[src/rtl/z_multiplier_pipe.sv]
// ---------------------------------------------------------------------------
// z_multiplier_pipe
//
// Pipelined fixed-point complex multiplier for the FFT datapath. It sits
// between the butterfly adder stage and the twiddle ROM. For each transaction
// it computes Y = A*B, or Y = A*conj(B) when conj_b is set. The product is
// shifted right by FRAC, rounded half-up (ties go toward +inf) and saturated
// back to WIDTH bits.
//
// Pipeline:
//   S1 - operand registers (ar, ai, br, bi, conj_b)
//   S2 - the four full-width partial products
//   S3 - rounded, saturated result (yr, yi, sat, out_valid)
//
// Flow control is plain valid/ready. A stall is a held result that downstream
// is not taking. During a stall the whole pipeline freezes. Otherwise every
// stage advances each cycle. There is no skid storage, so in_ready is a
// purely combinational function of out_valid and out_ready.
//
// Ports:
//   clk        in   1      rising-edge clock
//   rst        in   1      synchronous, active-high reset
//   in_valid   in   1      A, B, conj_b valid this cycle
//   in_ready   out  1      block accepts input this cycle
//   ar, ai     in   WIDTH  operand A real/imag, signed
//   br, bi     in   WIDTH  operand B real/imag, signed Q(WIDTH-FRAC).FRAC
//   conj_b     in   1      1: compute A*conj(B)
//   out_valid  out  1      yr, yi, sat valid
//   out_ready  in   1      downstream accepts output
//   yr, yi     out  WIDTH  result real/imag, signed
//   sat        out  1      yr or yi was clipped for this result
// ---------------------------------------------------------------------------
module z_multiplier_pipe #(
    parameter int WIDTH = 16,
    parameter int FRAC  = 14
) (
    input  logic                    clk,
    input  logic                    rst,
    input  logic                    in_valid,
    output logic                    in_ready,
    input  logic signed [WIDTH-1:0] ar,
    input  logic signed [WIDTH-1:0] ai,
    input  logic signed [WIDTH-1:0] br,
    input  logic signed [WIDTH-1:0] bi,
    input  logic                    conj_b,
    output logic                    out_valid,
    input  logic                    out_ready,
    output logic signed [WIDTH-1:0] yr,
    output logic signed [WIDTH-1:0] yi,
    output logic                    sat
);

    // Product width and accumulation width. One extra bit above the product
    // width means the sum or difference of two products can never wrap.
    localparam int PW = 2 * WIDTH;
    localparam int XW = PW + 1;

    // Half an output LSB, added before the arithmetic shift for round-half-up.
    localparam logic [XW-1:0] RND = {{(XW-1){1'b0}}, 1'b1} << (FRAC - 1);

    localparam logic [WIDTH-1:0] MAXV = {1'b0, {(WIDTH-1){1'b1}}};
    localparam logic [WIDTH-1:0] MINV = {1'b1, {(WIDTH-1){1'b0}}};

    // Sign-extend an operand to the product width. The low PW bits of an
    // unsigned PW x PW multiply then equal the signed product.
    function automatic logic [PW-1:0] sext(input logic [WIDTH-1:0] v);
        return {{WIDTH{v[WIDTH-1]}}, v};
    endfunction

    // Round and saturate one component. Returns {clipped, value}.
    // After the shift, the value fits in WIDTH bits only when all bits from
    // the sign bit down to bit WIDTH-1 agree. A positive value with any of
    // those bits set is too big. A negative value with any of them clear is
    // too small.
    function automatic logic [WIDTH:0] round_sat(input logic [XW-1:0] x);
        logic signed [XW-1:0] xr;
        logic signed [XW-1:0] y;
        logic                 hi;
        logic                 lo;
        xr = $signed(x + RND);
        y  = xr >>> FRAC;
        hi = ~y[XW-1] & (|y[XW-2:WIDTH-1]);
        lo =  y[XW-1] & ~(&y[XW-2:WIDTH-1]);
        if (hi) begin
            return {1'b1, MAXV};
        end else if (lo) begin
            return {1'b1, MINV};
        end else begin
            return {1'b0, y[WIDTH-1:0]};
        end
    endfunction

    // Stage registers
    logic                    s1_valid;
    logic [WIDTH-1:0]        s1_ar;
    logic [WIDTH-1:0]        s1_ai;
    logic [WIDTH-1:0]        s1_br;
    logic [WIDTH-1:0]        s1_bi;
    logic                    s1_conj;

    logic                    s2_valid;
    logic [PW-1:0]           s2_prr;
    logic [PW-1:0]           s2_pii;
    logic [PW-1:0]           s2_pri;
    logic [PW-1:0]           s2_pir;
    logic                    s2_conj;

    logic                    advance;
    logic [XW-1:0]           x_re;
    logic [XW-1:0]           x_im;
    logic [WIDTH:0]          res_re;
    logic [WIDTH:0]          res_im;

    // A stall is a valid result that downstream refuses. Nothing may move
    // while it sits there, so the input side is refused in the same cycle.
    assign advance  = ~(out_valid & ~out_ready);
    assign in_ready = advance;

    // Combine the S2 products at XW bits, then round and saturate. The
    // conjugate case flips the sign of bi, which swaps the sign of the two
    // terms that contain it.
    always_comb begin
        logic [XW-1:0] e_rr;
        logic [XW-1:0] e_ii;
        logic [XW-1:0] e_ri;
        logic [XW-1:0] e_ir;
        e_rr = {s2_prr[PW-1], s2_prr};
        e_ii = {s2_pii[PW-1], s2_pii};
        e_ri = {s2_pri[PW-1], s2_pri};
        e_ir = {s2_pir[PW-1], s2_pir};
        x_re = e_rr - e_ii;
        x_im = e_ri + e_ir;
        if (s2_conj) begin
            x_re = e_rr + e_ii;
            x_im = e_ir - e_ri;
        end
        res_re = round_sat(x_re);
        res_im = round_sat(x_im);
    end

    // Pipeline register update. Reset clears every valid bit and the visible
    // outputs. The internal data registers are don't-care until their valid
    // bit is set. While stalled, all stages keep their contents. Results are
    // only loaded into S3 for real transactions, so bubbles do not disturb
    // the last value seen on yr/yi/sat.
    always_ff @(posedge clk) begin
        if (rst) begin
            s1_valid  <= 1'b0;
            s2_valid  <= 1'b0;
            out_valid <= 1'b0;
            yr        <= '0;
            yi        <= '0;
            sat       <= 1'b0;
        end else if (advance) begin
            s1_valid <= in_valid;
            s1_ar    <= ar;
            s1_ai    <= ai;
            s1_br    <= br;
            s1_bi    <= bi;
            s1_conj  <= conj_b;

            s2_valid <= s1_valid;
            s2_prr   <= sext(s1_ar) * sext(s1_br);
            s2_pii   <= sext(s1_ai) * sext(s1_bi);
            s2_pri   <= sext(s1_ar) * sext(s1_bi);
            s2_pir   <= sext(s1_ai) * sext(s1_br);
            s2_conj  <= s1_conj;

            out_valid <= s2_valid;
            if (s2_valid) begin
                yr  <= res_re[WIDTH-1:0];
                yi  <= res_im[WIDTH-1:0];
                sat <= res_re[WIDTH] | res_im[WIDTH];
            end
        end
    end

endmodule
[config.mk]
export PLATFORM = sky130hd
export DESIGN_NAME = z_multiplier_pipe
export DESIGN_NICKNAME = d
export VERILOG_FILES = /design/src/rtl/z_multiplier_pipe.sv
export SDC_FILE = /design/constraint.sdc
export NUM_CORES = 2
export LEC_CHECK = 0
export BUFFER_PORTS_ARGS = -buffer_cell sky130_fd_sc_hd__buf_4
export CAP_MARGIN = 20
export CORE_ASPECT_RATIO = 0.75
export CORE_MARGIN = 5
export CORE_UTILIZATION = 52
export CTS_BUF_LIST = sky130_fd_sc_hd__clkbuf_4
export DETAILED_ROUTE_END_ITERATION = 10
export PLACE_DENSITY = 0.68
export SLEW_MARGIN = 30
export SYNTH_ARGS = -nofsm -noshare
export SYNTH_HDL_FRONTEND = slang
export SYNTH_SLANG_ARGS = --single-unit
[constraint.sdc]
create_clock -name clk -period 14.2 [get_ports clk]
set_input_delay 1.42 -clock clk [delete_from_list [all_inputs] [get_ports clk]]
set_output_delay 1.42 -clock clk [all_outputs]
set_load 0.01 [all_outputs]
# Word-level counts from Yosys, hierarchy flattened
# Cells that the tools add are included.
# word_totals
in_bits	69
latch_bits	0
romBits	0
output_inout_bits	35
memories	0
regBits	230
ramBits	0
# classes
n_bitwise	13
multipliers	4
n_addsub	6
mux	6
eq_ne	0
shifts	0
n_div	0
magnitude_cmp	0
reduce_logical	6
# op_table
operator	count
$mul A16 B16 Y32	4
$mux W17	4
$add A32 B32 Y33	2
$add A33 B14 Y33 const B	2
$mux W33	2
$sub A32 B32 Y33	2
$reduce_and A4 Y1	2
$reduce_or A4 Y1	2
$not A1 Y1	7
$and A1 B1 Y1	5
$reduce_and A2 Y1	2
$or A1 B1 Y1	1

# Longest topological paths before layout
# logic_depth
depth_word	9
mapped_depth	26

# Worst setup path after synthesis
# No wires, ideal clock.
# synth_path
path_type	input -> register
from	input port out_ready
to	register s1_ai[0], enable pin
path_slack_ns	3.060
stages	3
arrival_time_ns	10.368
path_cell_list	nand2b_1 -> clkbuf_1 -> nor2b_1
# synth_between
elab_chain_cells	4
# synth_rtl
element	line_no	source
from (decl)	47	input logic out_ready,
$not A1 Y1	116	assign advance = ~(out_valid & ~out_ready);
$and A1 B1 Y1	116	
$not A1 Y1 (no line)	n/a	
net in_ready	40	output logic in_ready,
$reduce_and A2 Y1 (no line)	n/a	
to (signal assigned)	157	s1_ai <= ai;
to (decl)	96	logic [WIDTH-1:0] s1_ai;
# The timed path passes the listed nets, and every way through them passes these cells.
# A chain may end at the register's enable or synchronous reset.

# Worst setup path in the final report
# layout_path
from	register s1_br[15]
to	register s2_pir[31], data pin
# layout_between
elab_chain_cells	1
# layout_rtl
element	line_no	source
from (decl)	97	logic [WIDTH-1:0] s1_br;
from (signal assigned)	158	s1_br <= br;
$mul A16 B16 Y32	166	s2_pir <= sext(s1_ai) * sext(s1_br);
to (signal assigned)	166	
to (decl)	105	logic [PW-1:0] s2_pir;
# No other way between the ends.

==> impl_metrics.ini <==
[global_routing]
vias_in_the_first_global_route = 40090
track_usage_pct = 26.61
grt-ovfl-total = 0
initial_antenna_violation_count = 7
grt_max_degree = 147
first_pass_grt_wire_length_mm = 222.5

[finish]
final_design_area_no_fill_sq_um = 55190
layout-drive-gt1-share_pct = 6.622
most-common-layout-cells = sky130_fd_sc_hd__inv_1 (1162), sky130_fd_sc_hd__fa_1 (1048), sky130_fd_sc_hd__nand2_1 (569)
area.growth.synth_to_final_pct = 5.798
final_common_cell = sky130_fd_sc_hd__inv_1
layout.nets = 7033
postLayoutCoreUtil_pct = 55.55

[timing]
slew_limit_headroom_pct = 34.24
fin_worst_skew_ns = 0.1245
slew_violations = 0
worst_slew_pin_slew_ns = 0.9794
setup_total_negative_slack_ns = 0
finalSetupViolCount = 0
fin_crit_ns = 7.783
finalCritPeriodShare_pct = 54.81
hold_violations = 0
post-route-worst-setup-slack_ns = 6.417
rsz0062_at_grt = no
timing.fmax_mhz = 128.5

[critical_path]
critPathMostFrequentCell = sky130_fd_sc_hd__fa_1
path_class = reg2reg
max_stage_delay_ns = 0.71
worstRegToRegCells = 22
worst-endpoint-arrival_ns = 8.43
reg2reg_setup_slack_ns = 6.42
end_kind = register
cp_slowest_cell = sky130_fd_sc_hd__clkinv_1
critical_path.n_buffers_inverters = 4
critical_path.max_fanout = 15
critical-path-top-delay-family = adder cells
critical_path_required_ns = 14.85
worstSetupStartpointType = register
cells_along_the_critical_path = clkinv_1 -> nor2_1 -> fa_1 -> fa_1 -> fa_1 -> fa_1 -> fa_1 -> inv_1 -> fa_1 -> inv_1 -> ha_1 -> a21oi_1 -> nor2b_1 -> nor2_1 -> inv_1 -> a221oi_1 -> o311ai_0 -> nor3_1 -> nor3_1 -> a2111oi_0 -> a21oi_1 -> xnor2_1
wp_depth = 22

[die]
boundaryPins = 104
rows = 100
die_w_microns = 375.7
die_h_microns = 284.3
initial_core_util_pct = 52.51
design.core.area_sq_um = 99350
dieArea_sq_um = 106800

[drt]
wire_per_inst_microns = 19.79
drtIter0Drc = 3030
vias = 37980
drtPass1Iterations = 5
via_per_inst = 5.501
routed_wirelength_mm = 136.7
drtAntennaViolNets = 0
drc = 0

[logic_synthesis]
yosys_warnings = 0
synth-async-reset-ratio_pct = 0
edff_count_synth = 194
synth_fp_nets = 7014
synth_sequential_area_ratio_pct = 12.55
synth_cells = 5502
yosysUniqueCellTypes = 106
post_synth.cell_area_avg_sq_um = 9.480
synth_ff_type = sky130_fd_sc_hd__edfxtp_1
ys_ff_latch = 230
post_synth_instance_area_sq_um = 52160

[place]
placement.io_buffers = 103
post-place-ws_ns = 6.591
dpl-instance-area_sq_um = 54220
gp_congestion = 0.9063
dpl.hpwl_mm = 103.8

[outcome]
status = complete, no violations

[clock_tree]
cts_hold_buf = 0
worst_setup_hold_path_clk_slew_ns = 0.06
cts_buffer_depth = 3
post-cts-setup-buffer-count = 0
cts_inserted_buffers = 72
clock_insertion_delay_worst_skew_ns = 1.01
cts_repair_resize_count = 0
htree_num_levels = 3
cts_tree = yes
root_buffer = sky130_fd_sc_hd__clkbuf_4
clock_sink_count = 230

[run]
maxCapViolCount = 0

[hold_path]
whs_path_depth = 0
hp-class = reg2reg
stage by stage:
step	hold slack, ns	cells
finish	0.4206	6905
global route	0.4276	6901
CTS	0.4221	6898
detailed placement	0.4075	6773
global placement	0.4097	6772
floorplan	0.4003	5502
worst register-to-register path, delay by kind of cell, from the launching register on:
family                     cells  cell delay [ns]
buffers and inverters          4             0.85
xor gates and xnor gates       1             0.15
DFF                            1             0.54
and+or+nand+nor                5             0.92
adders and majority gates      7             3.19
AOI/OAI and AO/OA              5             1.82
layout make-up:
class	instances	area, sq um
Fill cell	9031	44160
Multi-Input combinational cell	3883	40360
Sequential cell	230	6546
Inverter	1163	4365
Tap cell	1326	1659
Timing Repair Buffer	171	1304
Clock buffer	88	660.6
Clock inverter	37	276.5
Antenna cell	7	17.52
logic make-up (layout without fill, tap and decap cells):
family / count (synthesis) / in the layout / share of synthesized area (%)
xor+xnor: 244 / 244 / 4.248
fa+ha+maj: 1443 / 1443 / 49.70
simple gates: 1620 / 1620 / 15.77
compound gates: 569 / 569 / 7.484
other cells: 0 / 7 / 0
buf+inv: 1389 / 1459 / 10.11
mux: 7 / 7 / 0.1391
flops: 230 / 230 / 12.55
cells in the mapped netlist (23+ instances only):
library cell / count / area (sq um)
sky130_fd_sc_hd__inv_1: 1162 / 4362
sky130_fd_sc_hd__fa_1: 1048 / 20980
sky130_fd_sc_hd__nand2_1: 569 / 2136
sky130_fd_sc_hd__and2_1: 514 / 3216
sky130_fd_sc_hd__ha_1: 395 / 4942
sky130_fd_sc_hd__nor2_1: 234 / 878.3
sky130_fd_sc_hd__clkbuf_1: 210 / 788.3
sky130_fd_sc_hd__edfxtp_1: 194 / 5826
sky130_fd_sc_hd__xnor2_1: 169 / 1480
sky130_fd_sc_hd__a21oi_1: 156 / 780.8
sky130_fd_sc_hd__o21ai_0: 95 / 475.5
sky130_fd_sc_hd__xor2_1: 66 / 578.1
sky130_fd_sc_hd__a21o_1: 55 / 412.9
sky130_fd_sc_hd__nor3_1: 54 / 270.3
sky130_fd_sc_hd__nand3_1: 52 / 260.3
sky130_fd_sc_hd__a211oi_1: 36 / 270.3
sky130_fd_sc_hd__dfxtp_1: 36 / 720.7
sky130_fd_sc_hd__nand2b_1: 33 / 206.5
sky130_fd_sc_hd__and3_1: 31 / 193.9
sky130_fd_sc_hd__o21bai_1: 28 / 210.2
sky130_fd_sc_hd__nand4_1: 23 / 143.9
sky130_fd_sc_hd__o21a_1: 23 / 172.7
metal layers:
layer | up-vias | GRT usage (%) | part of all wire (%)
met4 | 0 | 7.325 | 3.0
met3 | 243 | 7.781 | 10
met2 | 1504 | 39.79 | 43
met1 | 19200 | 38.01 | 44
li1 | 17040 | - | -
met5 | - | 0 | 0
registers in the layout, summed over array words and instances, names as in the netlist:
name,count
s2_pri,32
s2_conj,1
s2_prr,32
yi,16
s2_pir,32
s1_bi,16
s2_valid,1
s2_pii,32
s1_br,16
s1_ai,16
out_valid,1
s1_ar,16
s1_conj,1
sat,1
s1_valid,1
yr,16
path summary, 6_finish.rpt:
kind / startpoint / endpoint
worst max-delay path: s1_br[15] / s2_pir[31]
worst max register to register: s1_br[15] / s2_pir[31]
worst min register to register: s1_conj / s2_conj
worst min-delay path: s1_conj / s2_conj
Power is not shown: default switching activity piles up to over one toggle a cycle in this logic, so the estimate is an artifact.
